File: config.mk
export PLATFORM = sky130hd
export DESIGN_NAME = set_assoc_dcache
export DESIGN_NICKNAME = d
export VERILOG_FILES = /design/src/rtl/set_assoc_dcache.sv
export SDC_FILE = /design/constraint.sdc
export NUM_CORES = 1
export LEC_CHECK = 0
export BUFFER_PORTS_ARGS = -buffer_cell sky130_fd_sc_hd__buf_2
export CELL_PAD_IN_SITES_DETAIL_PLACEMENT = 1
export CELL_PAD_IN_SITES_GLOBAL_PLACEMENT = 2
export CORE_UTILIZATION = 44
export DETAILED_ROUTE_END_ITERATION = 10
export PLACE_DENSITY_LB_ADDON = 0.3
export SLEW_MARGIN = 10
export SYNTH_ARGS = -nofsm -noshare
export SYNTH_HDL_FRONTEND = slang
export SYNTH_SLANG_ARGS = --single-unit
File: constraint.sdc
create_clock -name clk -period 8.1 [get_ports clk]
set_input_delay 0.81 -clock clk [delete_from_list [all_inputs] [get_ports clk]]
set_output_delay 0.81 -clock clk [all_outputs]
set_load 0.05 [all_outputs]
File: src/rtl/set_assoc_dcache.sv
// N-way set-associative write-through data cache, one word per line.
// Round-robin replacement, byte-strobe stores, no-allocate on store miss.
module set_assoc_dcache #(
  parameter int DW    = 32,
  parameter int AW    = 32,
  parameter int SETS  = 4,
  parameter int WAYS  = 2,
  parameter int CNT_W = 16
) (
  input  logic             clk,
  input  logic             rst,
  input  logic             req_i,
  input  logic             we_i,
  input  logic [AW-1:0]    addr_i,
  input  logic [DW-1:0]    wdata_i,
  input  logic [DW/8-1:0]  wstrb_i,
  input  logic             flush_i,
  output logic [DW-1:0]    rdata_o,
  output logic             stall_o,
  output logic             mem_req_o,
  output logic             mem_we_o,
  output logic [AW-1:0]    mem_addr_o,
  output logic [DW-1:0]    mem_wdata_o,
  output logic [DW/8-1:0]  mem_be_o,
  input  logic [DW-1:0]    mem_rdata_i,
  input  logic             mem_ack_i,
  output logic [CNT_W-1:0] hit_count_o,
  output logic [CNT_W-1:0] miss_count_o
);

  localparam int NB = DW / 8;
  localparam int OB = (NB > 1) ? $clog2(NB) : 1;
  localparam int IB = $clog2(SETS);
  localparam int TW = AW - OB - IB;
  localparam int PW = (WAYS > 1) ? $clog2(WAYS) : 1;

  typedef enum logic [1:0] {IDLE, REFILL, WRITE} state_e;

  state_e state_q, state_d;

  logic [WAYS-1:0] valid_q [SETS];
  logic [TW-1:0]   tag_q   [SETS][WAYS];
  logic [DW-1:0]   data_q  [SETS][WAYS];
  logic [PW-1:0]   ptr_q   [SETS];

  logic [AW-1:OB]  addr_q;
  logic [DW-1:0]   wdata_q;
  logic [NB-1:0]   wstrb_q;
  logic [DW-1:0]   rdata_q;
  logic [CNT_W-1:0] hit_q, miss_q;

  logic            unused_off;
  logic [IB-1:0]   idx;
  logic [TW-1:0]   tag;
  logic            hit;
  logic [PW-1:0]   hit_way;
  logic [DW-1:0]   hit_data;
  logic [PW-1:0]   vic;
  logic            vic_free;
  logic [PW-1:0]   ptr_nxt;

  logic hit_inc, miss_inc;
  logic do_flush, do_latch, do_fill, do_wr;

  assign unused_off = ^addr_i[OB-1:0];

  // Lookup uses the live address in IDLE, the latched one while busy
  assign idx = (state_q == IDLE) ? addr_i[OB+:IB] : addr_q[OB+:IB];
  assign tag = (state_q == IDLE) ? addr_i[AW-1-:TW] : addr_q[AW-1-:TW];

  always_comb begin
    hit      = 1'b0;
    hit_way  = '0;
    hit_data = '0;
    for (int w = 0; w < WAYS; w++) begin
      if (valid_q[idx][w] && tag_q[idx][w] == tag) begin
        hit      = 1'b1;
        hit_way  = PW'(w);
        hit_data = data_q[idx][w];
      end
    end
  end

  always_comb begin
    vic      = ptr_q[idx];
    vic_free = 1'b0;
    for (int w = 0; w < WAYS; w++) begin
      if (!valid_q[idx][w] && !vic_free) begin
        vic      = PW'(w);
        vic_free = 1'b1;
      end
    end
    ptr_nxt = (ptr_q[idx] == PW'(WAYS - 1)) ? '0 : ptr_q[idx] + 1'b1;
  end

  always_comb begin
    state_d   = state_q;
    stall_o   = 1'b0;
    mem_req_o = 1'b0;
    mem_we_o  = 1'b0;
    rdata_o   = rdata_q;
    hit_inc   = 1'b0;
    miss_inc  = 1'b0;
    do_flush  = 1'b0;
    do_latch  = 1'b0;
    do_fill   = 1'b0;
    do_wr     = 1'b0;
    unique case (state_q)
      IDLE: begin
        if (flush_i) begin
          do_flush = 1'b1;
          stall_o  = req_i;
        end else if (req_i) begin
          hit_inc  = hit;
          miss_inc = !hit;
          if (we_i) begin
            stall_o  = 1'b1;
            do_latch = 1'b1;
            state_d  = WRITE;
          end else if (hit) begin
            rdata_o = hit_data;
          end else begin
            stall_o  = 1'b1;
            do_latch = 1'b1;
            state_d  = REFILL;
          end
        end
      end
      REFILL: begin
        mem_req_o = 1'b1;
        stall_o   = 1'b1;
        if (mem_ack_i) begin
          stall_o = 1'b0;
          rdata_o = mem_rdata_i;
          do_fill = 1'b1;
          state_d = IDLE;
        end
      end
      WRITE: begin
        mem_req_o = 1'b1;
        mem_we_o  = 1'b1;
        stall_o   = 1'b1;
        if (mem_ack_i) begin
          stall_o = 1'b0;
          do_wr   = hit;
          state_d = IDLE;
        end
      end
      default: state_d = IDLE;
    endcase
  end

  assign mem_addr_o   = {addr_q, {OB{1'b0}}};
  assign mem_wdata_o  = wdata_q;
  assign mem_be_o     = wstrb_q;
  assign hit_count_o  = hit_q;
  assign miss_count_o = miss_q;

  always_ff @(posedge clk) begin
    if (rst) begin
      state_q <= IDLE;
      rdata_q <= '0;
      hit_q   <= '0;
      miss_q  <= '0;
      for (int s = 0; s < SETS; s++) begin
        valid_q[s] <= '0;
        ptr_q[s]   <= '0;
      end
    end else begin
      state_q <= state_d;
      rdata_q <= rdata_o;
      if (hit_inc && hit_q != '1)
        hit_q <= hit_q + 1'b1;
      if (miss_inc && miss_q != '1)
        miss_q <= miss_q + 1'b1;
      if (do_flush) begin
        for (int s = 0; s < SETS; s++)
          valid_q[s] <= '0;
      end
      if (do_fill) begin
        valid_q[idx][vic] <= 1'b1;
        if (!vic_free)
          ptr_q[idx] <= ptr_nxt;
      end
    end
  end

  always_ff @(posedge clk) begin
    if (do_latch) begin
      addr_q  <= addr_i[AW-1:OB];
      wdata_q <= wdata_i;
      wstrb_q <= wstrb_i;
    end
    if (do_fill) begin
      tag_q[idx][vic]  <= tag;
      data_q[idx][vic] <= mem_rdata_i;
    end
    if (do_wr) begin
      for (int b = 0; b < NB; b++)
        if (wstrb_q[b])
          data_q[idx][hit_way][b*8+:8] <= wdata_q[b*8+:8];
    end
  end

endmodule
==> results of run 1 <==
## state kept, by name, summed over array words and instances, names as in the netlist, 8 cells and up
name and count:
miss_count_o 16, tag_q 224, addr_q 30, rdata_q 32, data_q 256, mem_wdata_o 32, valid_q 8, hit_count_o 16
## worst max-delay path, stage by stage, from the launching register on
cell and delay (ns):
dfxtp_1 0.34, inv_1 0.16, ha_4 0.47, mux2i_4 0.92, buf_4 0.61, mux2i_1 0.29
xnor2_1 0.12, nor4_2 0.43, o2111ai_1 0.18, or4b_1 0.83, nor2_4 0.22, buf_4 0.52
o31ai_1 0.17, o21bai_2 0.25, buf_2 0.24
## kinds of logic (layout without fill, tap and decap cells)
logic type	Yosys count	count (layout)	share of synthesized area, %
and+or+nand+nor	348	348	7.15
adders and majority gates	6	6	0.276
DFF	624	624	66.1
AOI/OAI and AO/OA	283	283	7.00
buffers and inverters	138	437	2.55
muxes	287	287	14.6
other	1	2	0.0138
xor gates and xnor gates	74	74	2.38
## cells in the final DEF, fill, tap and decap left out, types with 43 or more instances in the layout
master	n
dfxtp_1	74
nor2b_1	43
mux2_2	106
edfxtp_1	550
xnor2_1	68
nor2_1	81
o21ai_0	126
mux2i_1	105
nand2_1	60
mux4_2	67
clkbuf_16	75
buf_2	236
## routing by layer
metal,share of wire [%],GRT usage (%),vias up
met1,42,30.4,8553
met2,51,40.7,460
met3,4.9,4.07,125
li1,-,-,7348
met5,0,0,-
met4,2.6,7.34,0
## path summary, 6_finish.rpt
| kind | start | to | slack [ns] | cells past startpoint |
|---|---|---|---|---|
| setup reg to reg | state_q[0]$_SDFFE_PP0P_ | data_q[0][42]$_DFFE_PP_ | 1.58 | 12 |
| hold / removal | wdata_i[5] | mem_wdata_o[5]$_DFFE_PP_ | 0.38 | 1 |
| hold reg to reg | valid_q[3][1]$_DFF_P_ | valid_q[3][1]$_DFF_P_ | 0.50 | 2 |
| setup / recovery | state_q[0]$_SDFFE_PP0P_ | rdata_o[25] | 0.86 | 14 |
## final cells by class
| cell class | count | area share [%] |
|---|---|---|
| clock buffers | 104 | 6.52 |
| clock inverters | 26 | 0.857 |
| inverters | 34 | 0.405 |
| multi-input cells | 1000 | 27.4 |
| flip-flops and latches | 624 | 57.1 |
| well taps | 782 | 3.10 |
| repair buffers | 273 | 4.70 |
## per-stage QoR
| stage | worst slack, ns | total power, mW | utilization (%) | instances |
|---|---|---|---|---|
| 2_1_floorplan | 1.96 | 4.38 | - | 1762 |
| 3_3_place_gp | 1.53 | 4.65 | 48.1 | 2713 |
| 3_5_place_dp | 1.46 | 4.67 | 48.1 | 2713 |
| 4_1_cts | 0.806 | 7.88 | 51.9 | 2843 |
| 5_1_grt | 0.569 | 8.06 | 51.9 | 2843 |
| 6_report | 0.857 | 7.81 | 51.9 | 2843 |
## power by group
group	internal [mW]	total, mW	switching, mW
clock	1.92	3.20	1.28
sequential	3.57	3.60	0.0297
combinational	0.345	1.00	0.660
==> reports/metrics.cfg, run 1 <==
[run_status]
status = completed

[cts]
cts_htree_levels = 3
cts_hold_buf = 0
clkTransAtPathRegs_ns = 0.06
ctsRootBufferMaster = clkbuf_16
post_cts_resized = 0
cts_max_path_buffers = 3
clk_latency_ns = 0.61
postCtsSetupBuffers = 0
cts_tree = done
cts_made_buffers = 71
cts.sinks = 624

[timing]
worst_slew_pin_slew_ns = 1.24
finalCritPeriodShare_pct = 89.4
finalHoldViolCount = 0
rsz0062_at_grt = false
setup_violations = 0
timing.setup.tns_ns = 0
hold_slack_ns = 0.376
max_slew_margin_pct = 17.0
drv_slew = 0
period_needed_ns = 7.24
final.setup_skew_ns = 0.0247
fmax_mhz = 138

[synth]
synth-seq-area-share_pct = 66.1
yosysMostFrequentCell = edfxtp_1
ys_seq_elements = 624
synth_area_leaders = edfxtp_1 (61%), mux4_2 (5.5%), dfxtp_1 (5.4%)
yosysWarnings = 0
avgSynthCellArea_um2 = 15.5
synth_common_cells = edfxtp_1 (550), o21ai_0 (126), mux2_2 (106), mux2i_1 (106), nor2_1 (91)
synthFlopType = edfxtp_1
async_reset_ff_share_pct = 0
synth_edf_count = 550
syn_inst = 1761
syn_area_um2 = 27200
synth_top_area_share_pct = 60.6
yosys.area.top_type = edfxtp_1
synth_cell_types = 74

[power_and_ir_drop]
max-vdd-ir-drop_mv = 0.160
p_per_area_nw_per_um2 = 247
p_leak_nw = 11.0

[die]
die_h_um = 251
die_x_um = 251
core_um2 = 60800
die_area_um2 = 62900
start_util_pct = 44.8
rows = 90
num_io_pins = 241

[flow_run]
drv_cap = 0

[route]
ant_nets = 0
routedWlPerCell_um = 25.9
drcViolationCount = 0
vias_per_cell = 5.80
firstDrtPassIters = 5
vias = 16500
wl_um = 73500
drt-initial-drc-count = 1139

[critical_path]
crit_path_start_kind = flip-flop
cp.arrival_ns = 6.43
path_class = flip-flop to primary output
crit_fanout = 35
critPathCaptureType = primary output
required_ns = 7.29

[global_route]
gr-total-overflow = 0
antenna_found_initial = 2
grt.total_usage_pct = 23.6
grt_pass1_wl_um = 111000
grt_max_degree = 82
grt_pass1_vias = 17800

[final_layout]
fill_cells = 5832
seq_area_um2 = 18000
drive_gt1_share_pct = 29.8
stdcell_area_um2 = 31500
area_delta_synth_final_pct = 15.8
multi_input_area_um2 = 8630
fin_nets = 2116
diodes = 0

[placed_design]
hpwl_um = 47100
placed_area_um2 = 29200
port_buffers = 236
gp_congestion = 0.762

[hold_path]
min_path_type = input pin to flip-flop

(Power assumes the default switching activity.)
==> inputs of run 2 (changes only) <==
--- a/config.mk
+++ b/config.mk
@@ -5,10 +5,11 @@
 export SDC_FILE = /design/constraint.sdc
 export NUM_CORES = 1
 export LEC_CHECK = 0
+export ABC_AREA = 1
 export BUFFER_PORTS_ARGS = -buffer_cell sky130_fd_sc_hd__buf_2
 export CELL_PAD_IN_SITES_DETAIL_PLACEMENT = 1
 export CELL_PAD_IN_SITES_GLOBAL_PLACEMENT = 2
-export CORE_UTILIZATION = 44
+export CORE_UTILIZATION = 39
 export DETAILED_ROUTE_END_ITERATION = 10
 export PLACE_DENSITY_LB_ADDON = 0.3
 export SLEW_MARGIN = 10
==> run 2 against run 1 <==
The run now ends with design-rule violations left. Fmax up 15%. Via count is 31% higher. Core utilization shrank 6.0 points. Combinational power decreased by 4%. Sequential power about the same. Sequential cell count stayed put. Critical path depth increased by 6. Synthesized cell count grew 59%. Critical endpoint is now rdata_o[3]. Largest cell class unchanged. Largest power group unchanged. Highest routed layer is now met5.
==> reports/metrics.cfg, run 2 <==
[power_and_ir_drop]
power_mw = 7.67  ; was 7.81 mW
p_leak_nw = 13.3  ; was 11.0 nW
p_per_area_nw_per_um2 = 234  ; was 247 nW/um^2
max-vdd-ir-drop_mv = 0.183  ; was 0.160 mV

[synth]
yosysMostFrequentCell = nand2_1  ; was edfxtp_1
syn_inst = 2797  ; was 1761
synth_edf_count = 550  ; unchanged
async_reset_ff_share_pct = 0  ; unchanged
synth_area_leaders = edfxtp_1 (59%), nand2_1 (14%), dfxtp_1 (5.3%)  ; was edfxtp_1 (61%), mux4_2 (5.5%), dfxtp_1 (5.4%)
syn_area_um2 = 28100  ; was 27200 um^2
synth_top_area_share_pct = 58.8  ; was 60.6%
avgSynthCellArea_um2 = 10.0  ; was 15.5 um^2
synthFlopType = edfxtp_1  ; unchanged
synth_cell_types = 45  ; was 74
synth-seq-area-share_pct = 64.1  ; was 66.1%
yosysWarnings = 0  ; unchanged
yosys.area.top_type = edfxtp_1  ; unchanged
synth_common_cells = nand2_1 (1028), edfxtp_1 (550), inv_1 (201)  ; was edfxtp_1 (550), o21ai_0 (126), mux2_2 (106), mux2i_1 (106), nor2_1 (91)
ys_seq_elements = 624  ; unchanged

[timing]
period_needed_ns = 6.28  ; was 7.24 ns
fmax_mhz = 159  ; was 138 MHz
worst_slew_pin_slew_ns = 1.26  ; was 1.24 ns
drv_slew = 0  ; unchanged
rsz0062_at_grt = false  ; unchanged
finalCritPeriodShare_pct = 77.6  ; was 89.4%
final.setup_skew_ns = 0.0240  ; was 0.0247 ns
finalHoldViolCount = 0  ; unchanged
timing.setup.tns_ns = 0  ; unchanged
max_slew_margin_pct = 15.6  ; was 17.0%
setup_violations = 0  ; unchanged
setup_ws_ns = 1.82  ; was 0.857 ns

[final_layout]
layout_commonest_cell = nand2_1  ; was edfxtp_1
layout_common_cells = nand2_1 (1026), edfxtp_1 (550), buf_2 (236)  ; was edfxtp_1 (550), buf_2 (236), o21ai_0 (126)
area_delta_synth_final_pct = 16.5  ; was 15.8%
seq_area_um2 = 18000  ; unchanged
largest_register_ff_count = 256  ; unchanged
fin_nets = 3169  ; was 2116
largest_register = data_q  ; unchanged
largest_registers = data_q: 256 flops, tag_q: 224 flops  ; unchanged
drive_gt1_share_pct = 15.8  ; was 29.8%
multi_input_area_um2 = 8700  ; was 8630 um^2
fill_cells = 8064  ; was 5832

[global_route]
grt_pass1_wl_um = 135000  ; was 111000 um
grt_pass1_vias = 22600  ; was 17800
antenna_found_initial = 2  ; unchanged
grt_max_degree = 66  ; was 82
grt.total_usage_pct = 24.4  ; was 23.6%
gr-total-overflow = 0  ; unchanged

[cts]
cts.sinks = 624  ; unchanged
postCtsSetupBuffers = 0  ; unchanged
cts_tree = done  ; unchanged
post_cts_resized = 0  ; unchanged
cts_hold_buf = 0  ; unchanged
cts_max_path_buffers = 3  ; unchanged
clkTransAtPathRegs_ns = 0.06  ; about the same
ctsRootBufferMaster = clkbuf_16  ; unchanged
clk_latency_ns = 0.63  ; was 0.61 ns
cts_htree_levels = 3  ; unchanged
cts_made_buffers = 71  ; unchanged

[route]
drt-initial-drc-count = 1455  ; was 1139
wl_um = 89100  ; was 73500 um
routedWlPerCell_um = 22.0  ; was 25.9 um
vias = 21600  ; was 16500
drcViolationCount = 1  ; was 0
vias_per_cell = 5.31  ; was 5.80
firstDrtPassIters = 8  ; was 5
ant_nets = 0  ; unchanged

[critical_path]
cpMostUsedCell = nand2_1  ; was buf_4
crit_slowest_cell = nand2_4  ; was mux2i_4
cp.buffers_inverters = 4  ; unchanged
cp_slowest_stage_delay_ns = 0.53  ; was 0.92 ns
critPathCaptureType = primary output  ; unchanged
crit_path_start_kind = flip-flop  ; unchanged
path_class = flip-flop to primary output  ; unchanged
critPathTopFamily = simple AND/OR/NAND/NOR gates  ; was buffers and inverters
required_ns = 7.29  ; about the same
cp_cell_sequence = inv_1, ha_4, inv_6, nand2_4, nand2_4, nor2_2, buf_4, nand2_1, nand4_1, nand2_1, nor2_1, nand2_1, nand3b_1, nor2_4, nor2_1, nor2_4, nand3_1, nand2_1, nand2_1, buf_2  ; was inv_1, ha_4, mux2i_4, buf_4, mux2i_1, xnor2_1, nor4_2, o2111ai_1, or4b_1, nor2_4, buf_4, o31ai_1, o21bai_2, buf_2
cp.arrival_ns = 5.47  ; was 6.43 ns
crit_fanout = 65  ; was 35

[placed_design]
port_buffers = 236  ; unchanged
hpwl_um = 59600  ; was 47100 um
gp_congestion = 0.878  ; was 0.762
preCtsSetupSlack_ns = 2.22  ; was 1.46 ns

[die]
rows = 98  ; was 90
core_um2 = 71400  ; was 60800 um^2
die_area_um2 = 73100  ; was 62900 um^2
die_x_um = 270  ; was 251 um
start_util_pct = 39.3  ; was 44.8%
num_io_pins = 241  ; unchanged
die_h_um = 270  ; was 251 um

[flow_run]
drv_cap = 0  ; unchanged

[hold_path]
min_path_type = input pin to flip-flop  ; unchanged

[run_status]
status = finished, violations left  ; was completed
violations = design-rule violations

-- run 2: cell count changes in the layout (fill, tap and decap cells not counted), moves of 67 or more --
cell / change
inv_1: +168
mux2_2: -106
mux2i_1: -105
mux4_2: -67
nand2_1: +966
nand3_1: +174
-- run 2: final timing paths --
path | start | end | slack [ns] | cells after the start
worst max-delay path | state_q[0]$_SDFFE_PP0P_ | rdata_o[3] | 1.82 | 20
worst min-delay path | wdata_i[22] | mem_wdata_o[22]$_DFFE_PP_ | 0.36 | 1
worst max register to register | state_q[0]$_SDFFE_PP0P_ | addr_q[22]$_DFFE_PP_ | 2.34 | 21
worst min register to register | valid_q[2][1]$_DFF_P_ | valid_q[2][1]$_DFF_P_ | 0.49 | 2
-- run 2: area by class of cell --
| cell class | count | share of cell area, % |
|---|---|---|
| sequential | 624 | 55.0 |
| clock buffer | 94 | 5.82 |
| multi-input combinational | 1833 | 26.6 |
| antenna | 1 | 0.00765 |
| clock inverter | 31 | 0.964 |
| tap | 950 | 3.63 |
| timing repair buffer | 314 | 5.48 |
| inverter | 213 | 2.47 |
-- run 2: cell families after synthesis --
family / Yosys count / synth area share (%)
AO/OA/AOI/OAI: 350 / 8.11
XOR/XNOR: 20 / 0.624
adder cells (fa/ha/maj): 6 / 0.267
buffers and inverters: 341 / 5.25
flip-flops: 624 / 64.1
other: 1 / 0.0134
AND/OR/NAND/NOR: 1455 / 21.6
-- run 2: through the flow --
step | hold slack [ns] | instance area, um^2 | util (%) | instances
floorplan | 0.453 | 28100 | - | 2798
global placement | 0.470 | 30500 | 42.7 | 3934
detailed placement | 0.482 | 30500 | 42.7 | 3934
CTS | 0.321 | 32700 | 45.8 | 4059
global route | 0.332 | 32700 | 45.8 | 4060
finish | 0.356 | 32700 | 45.8 | 4060
-- run 2: power breakdown --
part	switching, mW	internal (mW)	leakage, nW
logic	0.719	0.244	6.68
registers	0.0164	3.56	5.57
clock network	1.34	1.80	1.09
total	2.07	5.60	13.3
-- run 2: routing by layer --
metal,global-route usage (%),part of all wire (%)
met5,0,0.019
met2,42.6,50
met4,8.22,2.9
met1,30.7,42
met3,3.86,5.0
==> inputs of run 3 (changes only) <==
--- a/config.mk
+++ b/config.mk
@@ -5,7 +5,7 @@
 export SDC_FILE = /design/constraint.sdc
 export NUM_CORES = 1
 export LEC_CHECK = 0
-export ABC_AREA = 1
+export ABC_AREA = 0
 export BUFFER_PORTS_ARGS = -buffer_cell sky130_fd_sc_hd__buf_2
 export CELL_PAD_IN_SITES_DETAIL_PLACEMENT = 1
 export CELL_PAD_IN_SITES_GLOBAL_PLACEMENT = 2
==> constraint.sdc (replaced) <==
create_clock -name clk -period 5.6 [get_ports clk]
set_input_delay 0.56 -clock clk [delete_from_list [all_inputs] [get_ports clk]]
set_output_delay 0.56 -clock clk [all_outputs]
set_load 0.05 [all_outputs]
==> run 3 against run 2 <==
Clock power increased by 49%. Critical path depth fell by 6. Register-to-register slack worse by 1.7 ns. Core utilization grew 1.3 points. Routed wire length is 14% lower. Largest power group unchanged. Sequential cell count unchanged. Count of clock-buffer cells in the layout grew 5. The run now ends clean. Final cell count fell by 25%. Sequential power increased by 46%.
==> reports/metrics.cfg, run 3 (same netlist as run 1, synthesis figures left out) <==
[global_route]
grt_pass1_wl_um = 114000  ; was 135000 um
gr-total-overflow = 0  ; unchanged
grt.total_usage_pct = 21.6  ; was 24.4%
grt_max_degree = 52  ; was 66
antenna_found_initial = 1  ; was 2
grt_pass1_vias = 17900  ; was 22600

[final_layout]
final_util_pct = 47.2  ; was 45.8%
largest_register_ff_count = 256  ; unchanged
drive_gt1_share_pct = 32.6  ; was 15.8%
largest_register = data_q  ; unchanged
area_delta_synth_final_pct = 19.1  ; was 16.5%
largest_registers = data_q: 256 flops, tag_q: 224 flops  ; unchanged
fin_nets = 2177  ; was 3169
stdcell_area_um2 = 32500  ; was 32700 um^2
layout_common_cells = edfxtp_1 (550), buf_2 (230), o21ai_0 (125)  ; was nand2_1 (1026), edfxtp_1 (550), buf_2 (236)
layout_commonest_cell = edfxtp_1  ; was nand2_1

[hold_path]
min_path_type = input pin to flip-flop  ; unchanged

[die]
die_h_um = 266  ; was 270 um
die_area_um2 = 70900  ; was 73100 um^2
num_io_pins = 241  ; unchanged
start_util_pct = 39.6  ; was 39.3%
core_um2 = 68800  ; was 71400 um^2
die_x_um = 266  ; was 270 um
rows = 96  ; was 98

[cts]
cts_made_buffers = 72  ; was 71
clk_latency_ns = 0.62  ; was 0.63 ns
clkTransAtPathRegs_ns = 0.06  ; about the same
cts_max_path_buffers = 3  ; unchanged
cts_tree = done  ; unchanged
cts_hold_buf = 0  ; unchanged
cts.sinks = 624  ; unchanged
cts_htree_levels = 3  ; unchanged
ctsRootBufferMaster = clkbuf_16  ; unchanged

[power_and_ir_drop]
combPwrFrac_pct = 13.5  ; was 12.6%
sw_frac_of_total_pct = 25.4  ; was 27.0%
intPower_mw = 8.51  ; was 5.60 mW
p_sw_mw = 2.89  ; was 2.07 mW
p_per_area_nw_per_um2 = 351  ; was 234 nW/um^2
p_leak_nw = 11.4  ; was 13.3 nW
clockPowerShare_pct = 40.9  ; about the same
max-vdd-ir-drop_mv = 0.252  ; was 0.183 mV
p_seq_share_pct = 45.7  ; was 46.6%
power_mw = 11.4  ; was 7.67 mW

[critical_path]
critPathCaptureType = primary output  ; unchanged
required_ns = 5.04  ; was 7.29 ns
crit_fanout = 16  ; was 65
cp.arrival_ns = 4.93  ; was 5.47 ns
path_class = flip-flop to primary output  ; unchanged
crit_path_start_kind = flip-flop  ; unchanged

[timing]
finalHoldViolCount = 0  ; unchanged
period_needed_ns = 5.49
max_slew_margin_pct = 25.0  ; was 15.6%
finalCritPeriodShare_pct = 97.9
fmax_mhz = 182
hold_slack_ns = 0.121  ; was 0.356 ns
setup_violations = 0  ; unchanged
setup_ws_ns = 0.115  ; was 1.82 ns
final.setup_skew_ns = 0.0286  ; was 0.0240 ns
drv_slew = 0  ; unchanged
worst_slew_pin_slew_ns = 1.13  ; was 1.26 ns

[flow_run]
drv_cap = 0  ; unchanged

[route]
wl_um = 76400  ; was 89100 um
firstDrtPassIters = 5  ; was 8
vias_per_cell = 5.46  ; was 5.31
ant_nets = 0  ; unchanged
routedWlPerCell_um = 25.0  ; was 22.0 um
drcViolationCount = 0  ; was 1
vias = 16700  ; was 21600
drt-initial-drc-count = 957  ; was 1455

[placed_design]
gp_congestion = 0.782  ; was 0.878
placed_area_um2 = 29900  ; was 30500 um^2
hpwl_um = 49400  ; was 59600 um
preCtsSetupSlack_ns = 0.285  ; was 2.22 ns
port_buffers = 236  ; unchanged

[run_status]
status = completed  ; was finished, violations left

run 3: cell count changes in the layout (fill, tap and decap cells not counted), sizes merged, moves of 34 or more:
cell	before	now
nand2	1040	61
xnor2	8	68
mux2i	0	107
mux4	0	74
nand3	199	24
a21oi	80	28
o21bai	0	34
a22oi	50	1
inv	214	37
nor2	145	92
mux2	0	106
nor2b	0	43
run 3: metal layers:
metal,vias to the layer above,global-route usage [%],part of all wire (%)
met4,0,5.70,2.0
met5,-,0,0
met1,8703,27.4,42
li1,7469,-,-
met3,122,3.62,4.5
met2,397,38.0,51
run 3: power by group through the flow:
stage,registers [mW],clock network [mW],logic [mW]
after detailed placement,5.30,0,1.52
after global placement,5.30,0,1.48
after global routing,5.21,4.91,1.63
after CTS,5.21,4.76,1.54
after floorplan,5.37,0,0.965
final,5.21,4.66,1.54
run 3: final timing paths:
kind,depth (start not counted),slack (ns),to,start
max,14,0.11,rdata_o[15],state_q[0]$_SDFFE_PP0P_
min,1,0.12,mem_wdata_o[3]$_DFFE_PP_,wdata_i[3]
max reg2reg,14,0.62,data_q[1][57]$_DFFE_PP_,state_q[0]$_SDFFE_PP0P_
min reg2reg,2,0.49,valid_q[2][1]$_DFF_P_,valid_q[2][1]$_DFF_P_
run 3: area by class of cell:
cell class / count / area (um^2)
Antenna cell: 2 / 5.00
Timing Repair Buffer: 333 / 2140
Inverter: 34 / 128
Clock buffer: 99 / 2050
Fill cell: 6772 / 36400
Multi-Input combinational cell: 1000 / 8680
Tap cell: 931 / 1160
Sequential cell: 624 / 18000
Clock inverter: 33 / 285
run 3: metrics by stage:
stage | instances | setup TNS, ns
after floorplan | 1762 | 0
after global placement | 2908 | 0
after detailed placement | 2908 | 0
after CTS | 3049 | 0
after global routing | 3055 | -0.00270
final | 3056 | 0
run 3: repair_timing:
action | in CTS | in global routing
hold endpoints to repair | 0 | 0
pin swaps | 3 | 2
setup endpoints to repair | 33 | 32
setup buffers | 8 | 5
cloned | 1 | 0
gates resized for setup | 13 | 10
run 3: critical path, cell delays in order (launching register included):
cell      delay (ns)
dfxtp_1         0.35
inv_2           0.11
ha_4            0.25
buf_12          0.17
mux2i_4         0.38
buf_4           0.25
mux4_1          0.59
xnor2_1         0.17
or4_1           0.42
nor4_1          0.28
o2111a_2        0.40
buf_12          0.23
mux2i_1         0.35
o21bai_2        0.11
buf_2           0.22
